## src/rtl/mem_bus_pkg.sv

```systemverilog
// Shared types and constants for the line-refill memory port arbiter.
package mem_bus_pkg;

  localparam int ADDR_W_DFLT   = 32;
  localparam int LINE_W_DFLT   = 128;
  localparam int LINE_OFF_BITS = 4;

  // Requester identifiers, also the encoding of the last-grant pointer
  localparam logic REQ_I = 1'b0;
  localparam logic REQ_D = 1'b1;

  typedef enum logic [1:0] {
    IDLE   = 2'd0,
    I_XFER = 2'd1,
    D_XFER = 2'd2
  } arb_state_e;

endpackage

```

## src/rtl/arb_req_latch.sv

```systemverilog
// Per-requester request capture: turns a one-cycle request pulse into a
// pending request that is held (with its address, direction and write data)
// until the arbiter grants it or a flush cancels it. A flush arriving with a
// new pulse replaces the old request with the new one.
module arb_req_latch
  import mem_bus_pkg::*;
#(
  parameter int ADDR_W = ADDR_W_DFLT,
  parameter int LINE_W = LINE_W_DFLT
) (
  input  logic              clk,
  input  logic              rst_n,
  input  logic              valid_req_i,
  input  logic              we_i,
  input  logic [ADDR_W-1:0] addr_i,
  input  logic [LINE_W-1:0] wdata_i,
  input  logic              flush_i,
  input  logic              active_i,
  input  logic              grant_i,
  output logic              req_o,
  output logic              we_o,
  output logic [ADDR_W-1:0] addr_o,
  output logic [LINE_W-1:0] wdata_o
);

  logic              pending_r;
  logic              we_r;
  logic [ADDR_W-1:0] addr_r;
  logic [LINE_W-1:0] wdata_r;
  logic              accept_s;

  // A pulse is taken when this side is free, or when a flush makes room for it
  always_comb begin
    accept_s = valid_req_i & ((~pending_r & ~active_i) | flush_i);
  end

  // Present the request to the arbiter, bypassing the hold register on the pulse cycle
  always_comb begin
    req_o = (pending_r & ~flush_i) | accept_s;
    if (accept_s) begin
      we_o    = we_i;
      addr_o  = addr_i;
      wdata_o = wdata_i;
    end else begin
      we_o    = we_r;
      addr_o  = addr_r;
      wdata_o = wdata_r;
    end
  end

  // Pending flag: cleared on grant or flush, set on an accepted pulse
  always_ff @(posedge clk or negedge rst_n) begin
    if (!rst_n) begin
      pending_r <= 1'b0;
    end else if (grant_i) begin
      pending_r <= 1'b0;
    end else if (accept_s) begin
      pending_r <= 1'b1;
    end else if (flush_i) begin
      pending_r <= 1'b0;
    end else begin
      pending_r <= pending_r;
    end
  end

  // Request payload hold register
  always_ff @(posedge clk or negedge rst_n) begin
    if (!rst_n) begin
      we_r    <= 1'b0;
      addr_r  <= {ADDR_W{1'b0}};
      wdata_r <= {LINE_W{1'b0}};
    end else if (accept_s) begin
      we_r    <= we_i;
      addr_r  <= addr_i;
      wdata_r <= wdata_i;
    end else begin
      we_r    <= we_r;
      addr_r  <= addr_r;
      wdata_r <= wdata_r;
    end
  end

endmodule

```

## src/rtl/mem_bus_arbiter.sv

```systemverilog
// Arbiter for the single 128-bit line-refill memory port shared by the
// I-cache (refills) and D-cache (line reads / writebacks). Grants one
// requester at a time, holds req until ack, returns a one-cycle ready pulse.
// Optional build macro BUS_ARB_RR_EN: round-robin between the two sides on
// simultaneous requests; otherwise D has fixed priority over I.
module mem_bus_arbiter
  import mem_bus_pkg::*;
#(
  parameter int ADDR_W = ADDR_W_DFLT,
  parameter int LINE_W = LINE_W_DFLT
) (
  input  logic              clk,
  input  logic              rst_n,
  input  logic              i_valid_req_i,
  input  logic [ADDR_W-1:0] i_addr_i,
  input  logic              i_flush_i,
  output logic              i_ready_o,
  output logic [LINE_W-1:0] i_data_o,
  input  logic              d_valid_req_i,
  input  logic              d_we_i,
  input  logic [ADDR_W-1:0] d_addr_i,
  input  logic [LINE_W-1:0] d_wdata_i,
  output logic              d_ready_o,
  output logic [LINE_W-1:0] d_data_o,
  output logic              mem_req_o,
  output logic              mem_we_o,
  output logic [ADDR_W-1:0] mem_addr_o,
  output logic [LINE_W-1:0] mem_wdata_o,
  input  logic              mem_ack_i,
  input  logic [LINE_W-1:0] mem_rdata_i,
  output logic              busy_o
);

  localparam logic [ADDR_W-1:0] LINE_MASK = {ADDR_W{1'b1}} << LINE_OFF_BITS;

  arb_state_e        state_r, state_nx_s;
  logic              i_req_s, d_req_s, i_we_s, d_we_s;
  logic [ADDR_W-1:0] i_addr_s, d_addr_s;
  logic [LINE_W-1:0] i_wdata_s, d_wdata_s;
  logic              grant_i_s, grant_d_s;
  logic              discard_r, discard_nx_s;
  logic              mem_req_r, mem_we_r, i_ready_r, d_ready_r, busy_r;
  logic [ADDR_W-1:0] mem_addr_r;
  logic [LINE_W-1:0] mem_wdata_r, i_data_r, d_data_r;
  logic              mem_req_nx_s, mem_we_nx_s, i_ready_nx_s, d_ready_nx_s;
  logic [ADDR_W-1:0] mem_addr_nx_s;
  logic [LINE_W-1:0] mem_wdata_nx_s, i_data_nx_s, d_data_nx_s;

  arb_req_latch #(.ADDR_W(ADDR_W), .LINE_W(LINE_W)) u_i_latch (
    .clk(clk), .rst_n(rst_n),
    .valid_req_i(i_valid_req_i), .we_i(1'b0), .addr_i(i_addr_i),
    .wdata_i({LINE_W{1'b0}}), .flush_i(i_flush_i),
    .active_i(state_r == I_XFER), .grant_i(grant_i_s),
    .req_o(i_req_s), .we_o(i_we_s), .addr_o(i_addr_s), .wdata_o(i_wdata_s)
  );

  arb_req_latch #(.ADDR_W(ADDR_W), .LINE_W(LINE_W)) u_d_latch (
    .clk(clk), .rst_n(rst_n),
    .valid_req_i(d_valid_req_i), .we_i(d_we_i), .addr_i(d_addr_i),
    .wdata_i(d_wdata_i), .flush_i(1'b0),
    .active_i(state_r == D_XFER), .grant_i(grant_d_s),
    .req_o(d_req_s), .we_o(d_we_s), .addr_o(d_addr_s), .wdata_o(d_wdata_s)
  );

`ifdef BUS_ARB_RR_EN
  logic last_grant_r;

  // Remember which side won the most recent grant
  always_ff @(posedge clk or negedge rst_n) begin
    if (!rst_n) begin
      last_grant_r <= REQ_I;
    end else if (grant_d_s) begin
      last_grant_r <= REQ_D;
    end else if (grant_i_s) begin
      last_grant_r <= REQ_I;
    end else begin
      last_grant_r <= last_grant_r;
    end
  end

  // Round-robin grant: on a tie the side not granted last wins
  always_comb begin
    grant_i_s = 1'b0;
    grant_d_s = 1'b0;
    if (state_r == IDLE) begin
      if (i_req_s && d_req_s) begin
        grant_i_s = (last_grant_r == REQ_D);
        grant_d_s = (last_grant_r != REQ_D);
      end else begin
        grant_i_s = i_req_s;
        grant_d_s = d_req_s;
      end
    end else begin
      grant_i_s = 1'b0;
      grant_d_s = 1'b0;
    end
  end
`else
  // Fixed-priority grant: D over I, only while idle
  always_comb begin
    grant_i_s = 1'b0;
    grant_d_s = 1'b0;
    if (state_r == IDLE) begin
      grant_d_s = d_req_s;
      grant_i_s = i_req_s & ~d_req_s;
    end else begin
      grant_i_s = 1'b0;
      grant_d_s = 1'b0;
    end
  end
`endif

  // State register
  always_ff @(posedge clk or negedge rst_n) begin
    if (!rst_n) begin
      state_r <= IDLE;
    end else begin
      state_r <= state_nx_s;
    end
  end

  // Next-state: enter a transfer on grant, return to idle on memory ack
  always_comb begin
    state_nx_s = state_r;
    case (state_r)
      IDLE: begin
        if (grant_d_s) begin
          state_nx_s = D_XFER;
        end else if (grant_i_s) begin
          state_nx_s = I_XFER;
        end else begin
          state_nx_s = IDLE;
        end
      end
      I_XFER, D_XFER: begin
        if (mem_ack_i) begin
          state_nx_s = IDLE;
        end else begin
          state_nx_s = state_r;
        end
      end
      default: state_nx_s = IDLE;
    endcase
  end

  // Next values of the registered outputs and the I-side discard flag
  always_comb begin
    mem_req_nx_s   = mem_req_r;
    mem_we_nx_s    = mem_we_r;
    mem_addr_nx_s  = mem_addr_r;
    mem_wdata_nx_s = mem_wdata_r;
    i_ready_nx_s   = 1'b0;
    d_ready_nx_s   = 1'b0;
    i_data_nx_s    = i_data_r;
    d_data_nx_s    = d_data_r;
    discard_nx_s   = 1'b0;
    case (state_r)
      IDLE: begin
        if (grant_d_s) begin
          mem_req_nx_s   = 1'b1;
          mem_we_nx_s    = d_we_s;
          mem_addr_nx_s  = d_addr_s & LINE_MASK;
          mem_wdata_nx_s = d_wdata_s;
        end else if (grant_i_s) begin
          mem_req_nx_s   = 1'b1;
          mem_we_nx_s    = i_we_s;
          mem_addr_nx_s  = i_addr_s & LINE_MASK;
          mem_wdata_nx_s = i_wdata_s;
        end else begin
          mem_req_nx_s   = 1'b0;
        end
      end
      I_XFER: begin
        if (mem_ack_i) begin
          mem_req_nx_s = 1'b0;
          // A flush during the transfer (even on the ack cycle) suppresses delivery
          if (!(discard_r || i_flush_i)) begin
            i_ready_nx_s = 1'b1;
            i_data_nx_s  = mem_rdata_i;
          end else begin
            i_ready_nx_s = 1'b0;
          end
        end else begin
          discard_nx_s = discard_r | i_flush_i;
        end
      end
      D_XFER: begin
        if (mem_ack_i) begin
          mem_req_nx_s = 1'b0;
          d_ready_nx_s = 1'b1;
          d_data_nx_s  = mem_we_r ? {LINE_W{1'b0}} : mem_rdata_i;
        end else begin
          d_ready_nx_s = 1'b0;
        end
      end
      default: mem_req_nx_s = 1'b0;
    endcase
  end

  // Output and discard-flag registers
  always_ff @(posedge clk or negedge rst_n) begin
    if (!rst_n) begin
      mem_req_r   <= 1'b0;
      mem_we_r    <= 1'b0;
      mem_addr_r  <= {ADDR_W{1'b0}};
      mem_wdata_r <= {LINE_W{1'b0}};
      i_ready_r   <= 1'b0;
      d_ready_r   <= 1'b0;
      i_data_r    <= {LINE_W{1'b0}};
      d_data_r    <= {LINE_W{1'b0}};
      busy_r      <= 1'b0;
      discard_r   <= 1'b0;
    end else begin
      mem_req_r   <= mem_req_nx_s;
      mem_we_r    <= mem_we_nx_s;
      mem_addr_r  <= mem_addr_nx_s;
      mem_wdata_r <= mem_wdata_nx_s;
      i_ready_r   <= i_ready_nx_s;
      d_ready_r   <= d_ready_nx_s;
      i_data_r    <= i_data_nx_s;
      d_data_r    <= d_data_nx_s;
      busy_r      <= (state_nx_s != IDLE);
      discard_r   <= discard_nx_s;
    end
  end

  assign mem_req_o   = mem_req_r;
  assign mem_we_o    = mem_we_r;
  assign mem_addr_o  = mem_addr_r;
  assign mem_wdata_o = mem_wdata_r;
  assign i_ready_o   = i_ready_r;
  assign d_ready_o   = d_ready_r;
  assign i_data_o    = i_data_r;
  assign d_data_o    = d_data_r;
  assign busy_o      = busy_r;

endmodule

```

## config.mk

```make
export PLATFORM = sky130hd
export DESIGN_NAME = mem_bus_arbiter
export DESIGN_NICKNAME = d
export VERILOG_FILES = /design/src/rtl/mem_bus_pkg.sv /design/src/rtl/arb_req_latch.sv /design/src/rtl/mem_bus_arbiter.sv
export SDC_FILE = /design/constraint.sdc
export NUM_CORES = 1
export LEC_CHECK = 0
export ABC_AREA = 1
export BUFFER_PORTS_ARGS = -buffer_cell sky130_fd_sc_hd__buf_4
export CAP_MARGIN = 25
export CORE_AREA = 4 4 286 288
export CTS_BUF_LIST = sky130_fd_sc_hd__clkbuf_4
export DETAILED_ROUTE_END_ITERATION = 10
export DIE_AREA = 0 0 290 292
export PLACE_DENSITY = 0.65
export SLEW_MARGIN = 30
export SYNTH_ARGS = -nofsm -noshare
export SYNTH_HDL_FRONTEND = slang
export SYNTH_HIERARCHICAL = 1
export SYNTH_SLANG_ARGS = --single-unit
```

## constraint.sdc

```tcl
create_clock -name clk -period 1.8 [get_ports clk]
set_input_delay 0.09 -clock clk [delete_from_list [all_inputs] [get_ports clk]]
set_output_delay 0.09 -clock clk [all_outputs]
set_load 0.02 [all_outputs]
```

# After elaboration in Yosys (flattened, before gate mapping)
# Cells that the tools add are included.
# totals
ff_bits,748
latch_bits,0
ram_bits,0
mem_bits_ro,0
in_bits,327
output_inout_bits,421
n_memories,0
# classes
addsub,0
mul,0
div_mod_pow,0
n_lt_le_gt_ge,0
eq_ne,3
shift,0
mux,35
bitwise_logic,17
reduce_logical,10
# ops
cell,count
$mux W128,5
$mux W32,4
$mux W1,22
$not A1 Y1,7
$and A1 B1 Y1,6
$reduce_bool A2 Y1,3
$mux W2,2
$or A1 B1 Y1,4
$pmux W2 S2,1
$reduce_and A2 Y1,2
$reduce_and A3 Y1,1
$reduce_bool A3 Y1,1
$eq A2 B1 Y1 const B,1
$eq A2 B2 Y1 const B,1
$logic_not A2 Y1,1
$ne A2 B1 Y1 const B,1
$pmux W1 S2,1
$reduce_or A2 Y1,1
$logic_or A1 B1 Y1,1

# Depth between registers and ports, before layout
# depth
ltp_word,12
depth_mapped,12

# Hierarchy
# The synthesis kept the hierarchy.
# modules_own_cells
mod,n_inst,cells_each,area_per_inst_um2
mem_bus_arbiter,1,2468,18816.8
arb_req_latch,2,705,6346.1

# Worst setup path after synthesis
# OpenSTA, ideal clock, no wires.
# synth_timing
path_kind,register to register
start,register state_r[0]
end,register mem_addr_r[31] (netlist: mem_addr_o[31])
setup_time_ns,0.117
arrival_ns,1.556
required_time_ns,1.683
path_slack_ns,0.127
path_stages_with_launch,13
cell_sequence,dfrtp_1 -> inv_1 -> ha_1 -> nand2_1 -> nand2_1 -> nand2_1 -> nand2_2 -> inv_2 -> buf_2 -> buf_2 -> nand2_1 -> nand3_1 -> nand2_1
# synth_between
elab_chain_len,10
# synth_rtl
element,line_no,text
from (decl),mem_bus_arbiter.sv:36,"arb_state_e state_r, state_nx_s;"
from (signal assigned),mem_bus_arbiter.sv:118,state_r <= state_nx_s;
$eq A2 B2 Y1 (*),mem_bus_arbiter.sv:61,".active_i(state_r == D_XFER), .grant_i(grant_d_s),"
$not A1 Y1 (*),arb_req_latch.sv:34,accept_s = valid_req_i & ((~pending_r & ~active_i) | flush_i);
$and A1 B1 Y1 (*) (2 in a row),arb_req_latch.sv:34,
$or A1 B1 Y1 (*),arb_req_latch.sv:39,req_o = (pending_r & ~flush_i) | accept_s;
net d_req_s,mem_bus_arbiter.sv:37,"logic i_req_s, d_req_s, i_we_s, d_we_s;"
$not A1 Y1,mem_bus_arbiter.sv:105,grant_i_s = i_req_s & ~d_req_s;
$and A1 B1 Y1,mem_bus_arbiter.sv:105,
$mux W1,mem_bus_arbiter.sv:103,if (state_r == IDLE) begin
$reduce_bool A2 Y1 (no source line),--,
$reduce_and A2 Y1 (no source line),--,
to (signal assigned),mem_bus_arbiter.sv:205,mem_addr_r <= {ADDR_W{1'b0}};
to (signal assigned),mem_bus_arbiter.sv:216,mem_addr_r <= mem_addr_nx_s;
to (decl),mem_bus_arbiter.sv:43,logic [ADDR_W-1:0] mem_addr_r;
# Mark *: on every way through the listed nets, which the timed path passes. The rest lies on a longest branch. The select of a mux whose other input is x is not followed.
# A chain may end at the register's enable or synchronous reset.

# Worst setup path after layout
# layout_timing
start,register state_r[0]
end,register mem_addr_r[12] (netlist: mem_addr_o[12])
# layout_rtl
element,line_no,text
$eq A2 B1 Y1,mem_bus_arbiter.sv:53,".active_i(state_r == I_XFER), .grant_i(grant_i_s),"
$not A1 Y1,arb_req_latch.sv:34,
$and A1 B1 Y1,arb_req_latch.sv:34,
$or A1 B1 Y1,arb_req_latch.sv:34,
$and A1 B1 Y1,arb_req_latch.sv:34,
$mux W32,arb_req_latch.sv:40,if (accept_s) begin
net i_addr_s[12],mem_bus_arbiter.sv:38,"logic [ADDR_W-1:0] i_addr_s, d_addr_s;"
$mux W32,mem_bus_arbiter.sv:164,end else if (grant_i_s) begin
$mux W32,mem_bus_arbiter.sv:159,if (grant_d_s) begin
# The timed path passes the listed nets, and every way through them passes these cells. The select of a mux whose other input is x is not followed.

==> impl_metrics.env <==
export IMPL_slowest_stage="dfrtp_1"
export IMPL_p_leak_uw=0.0276
export IMPL_dp_hpwl_um=78000
export IMPL_postLayoutCoreUtil_pct=64.3
export IMPL_root_buffer="clkbuf_4"
export IMPL_most_common_layout_cells="1802 x nand2_1, 752 x buf_4, 726 x dfrtp_1"
export IMPL_std_cell_rows=103
export IMPL_dp_cells=5684
export IMPL_clk_pin_slew_ns=0.07
export IMPL_placed_area_sq_um=39600
export IMPL_port_buffers=735
export IMPL_start_util_pct=39.6
export IMPL_fmax_mhz=519
export IMPL_ant_nets=0
export IMPL_required_ns=2.72
export IMPL_cp_end_kind="flop"
export IMPL_period_minus_slack_ns=1.93
export IMPL_post_place_ws_ns=-0.151
export IMPL_drc_errors=0
export IMPL_crit_arrival_ns=2.85
export IMPL_max_slew_margin_pct=47.7
export IMPL_worst_pin_slew_ns=0.784
export IMPL_dieArea_sq_um=84700
export IMPL_cp_top_family="buffers and inverters"
export IMPL_die_h_um=292
export IMPL_drt_total_wl_um=132000
export IMPL_cp_common_cell="nand2_1"
export IMPL_syn_area_per_cell_sq_um=8.11
export IMPL_track_usage_pct=28.9
export IMPL_yosysWarningCount=6
export IMPL_violations="setup timing"
export IMPL_vias_per_cell=4.95
export IMPL_final_nets=5889
export IMPL_core_area_sq_um=78900
export IMPL_vias=33557
export IMPL_max_stage_delay_ns=0.40
export IMPL_path_class="reg -> reg"
export IMPL_hold_ws_ns=0.148
export IMPL_area_growth_synth_to_final_pct=62.5
export IMPL_design_area_sq_um=50700
export IMPL_antenna_found_initial=35
export IMPL_wl_per_cell_um=19.4
export IMPL_first_pass_iters=6
export IMPL_setup_ws_ns=-0.127
export IMPL_io_pins=748
export IMPL_cts_tree="built"
export IMPL_startpoint_type="flop"
export IMPL_clock_skew_final_ns=0.0864
export IMPL_cts_sinks=736
export IMPL_layout_worst_path_cycle_share_pct=107
export IMPL_clockBufferDepth=3
export IMPL_clock_latency_ns=1.03
export IMPL_hold_path_class="in -> reg"
export IMPL_power_density_nw_per_um2=1720
export IMPL_grt_ovfl_total=0
export IMPL_path_max_fanout=7
export IMPL_grt_max_degree=88
export IMPL_drt_initial_drc_count=2794
export IMPL_drive_gt1_share_pct=25.8
export IMPL_gp_congestion=0.924
export IMPL_grt_pass1_vias=33728
export IMPL_max_cap_viol_count=0
export IMPL_die_width_um=290
export IMPL_vdd_drop_max_uv=1340
export IMPL_synthCells=3846
export IMPL_final_hold_viol_count=0
export IMPL_rsz0062_at_grt="yes"
export IMPL_cts_buffers=195
export IMPL_final_cells=6773
export IMPL_crit_buf_inv=5
export IMPL_final_common_cell="nand2_1"
export IMPL_crit_chain="buf_4 -> ha_4 -> buf_4 -> o21ai_4 -> buf_12 -> buf_6 -> nand3_1 -> nand2_1 -> inv_1 -> nand2_1 -> nand3_1 -> nand2_1"
export IMPL_drv_slew=0
export IMPL_synth_cell_area_sq_um=31200
export IMPL_htreeDepth=4
export IMPL_grt_pass1_wl_um=194000
export IMPL_outcome="complete, but fails checks"
export IMPL_finalSetupViolCount=46
-- final cells by class --
class / count / area, sq um
fillers: 6078 / 28100
repair buffers: 1628 / 15900
multi-input cells: 2667 / 11300
clock buffers: 288 / 2160
diodes: 32 / 80.1
clock inverters: 42 / 283
flip-flops and latches: 736 / 18400
inverters: 330 / 1260
well taps: 1050 / 1310
-- final timing paths --
path                                  startpoint               endpoint  slack, ns  cells after the start
setup / recovery                      state_r[0]         mem_addr_o[12]      -0.13                     12
hold / removal                         mem_ack_i              discard_r       0.15                      5
setup reg to reg                      state_r[0]         mem_addr_o[12]      -0.13                     12
hold reg to reg            u_i_latch/wdata_r[65]  u_i_latch/wdata_r[65]       0.46                      2
max in group asynchronous                  rst_n        mem_wdata_o[70]       0.75                      5
min in group asynchronous                  rst_n           d_data_o[92]       0.20                      4
-- where the power goes --
| part | total [uW] | switching, uW | internal, uW | leakage, uW |
|---|---|---|---|---|
| combinational | 44500 | 25800 | 18700 | 0.0170 |
| clock | 14900 | 7330 | 7610 | 0.00146 |
| sequential | 28100 | 4480 | 23600 | 0.00915 |
-- stage by stage --
step	TNS, ns	power [uW]
CTS	-1.81	83500
finish	-1.06	87500
global route	-9.34	92700
global placement	-5.84	64200
detailed placement	-13.52	64900
floorplan	0	47200
-- worst min-delay path, cell delays in order --
cell           delay (ns)
dlygate4sd3_1        0.62
buf_4                0.19
inv_1                0.08
nand2_1              0.06
nor2_1               0.03
-- state kept, by name, indices dropped and copies added, names as in the netlist, 28 cells and up --
register           flops
d_data_o             128
u_i_latch/addr_r      28
i_data_o             128
u_d_latch/wdata_r    128
u_i_latch/wdata_r    128
u_d_latch/addr_r      28
mem_wdata_o          128
mem_addr_o            28
-- per-layer routing --
metal  up-vias  GRT usage (%)  wire length (um)
li1      15213              -                 -
met1     15855           34.7             48600
met2      1940           48.0             63100
met3       541           7.14             11400
met4         8           16.1              8360
met5         -              0                47
-- timing repair --
action	4_1_cts	5_1_grt
endpoints found under the hold margin	1472	0
resized for setup	168	153
setup buffers	53	17
pin swaps	8	31
hold buffers	635	0
gates cloned	7	21
setup endpoints to repair	290	265
Note: power is estimated with default switching activity, not from simulation.
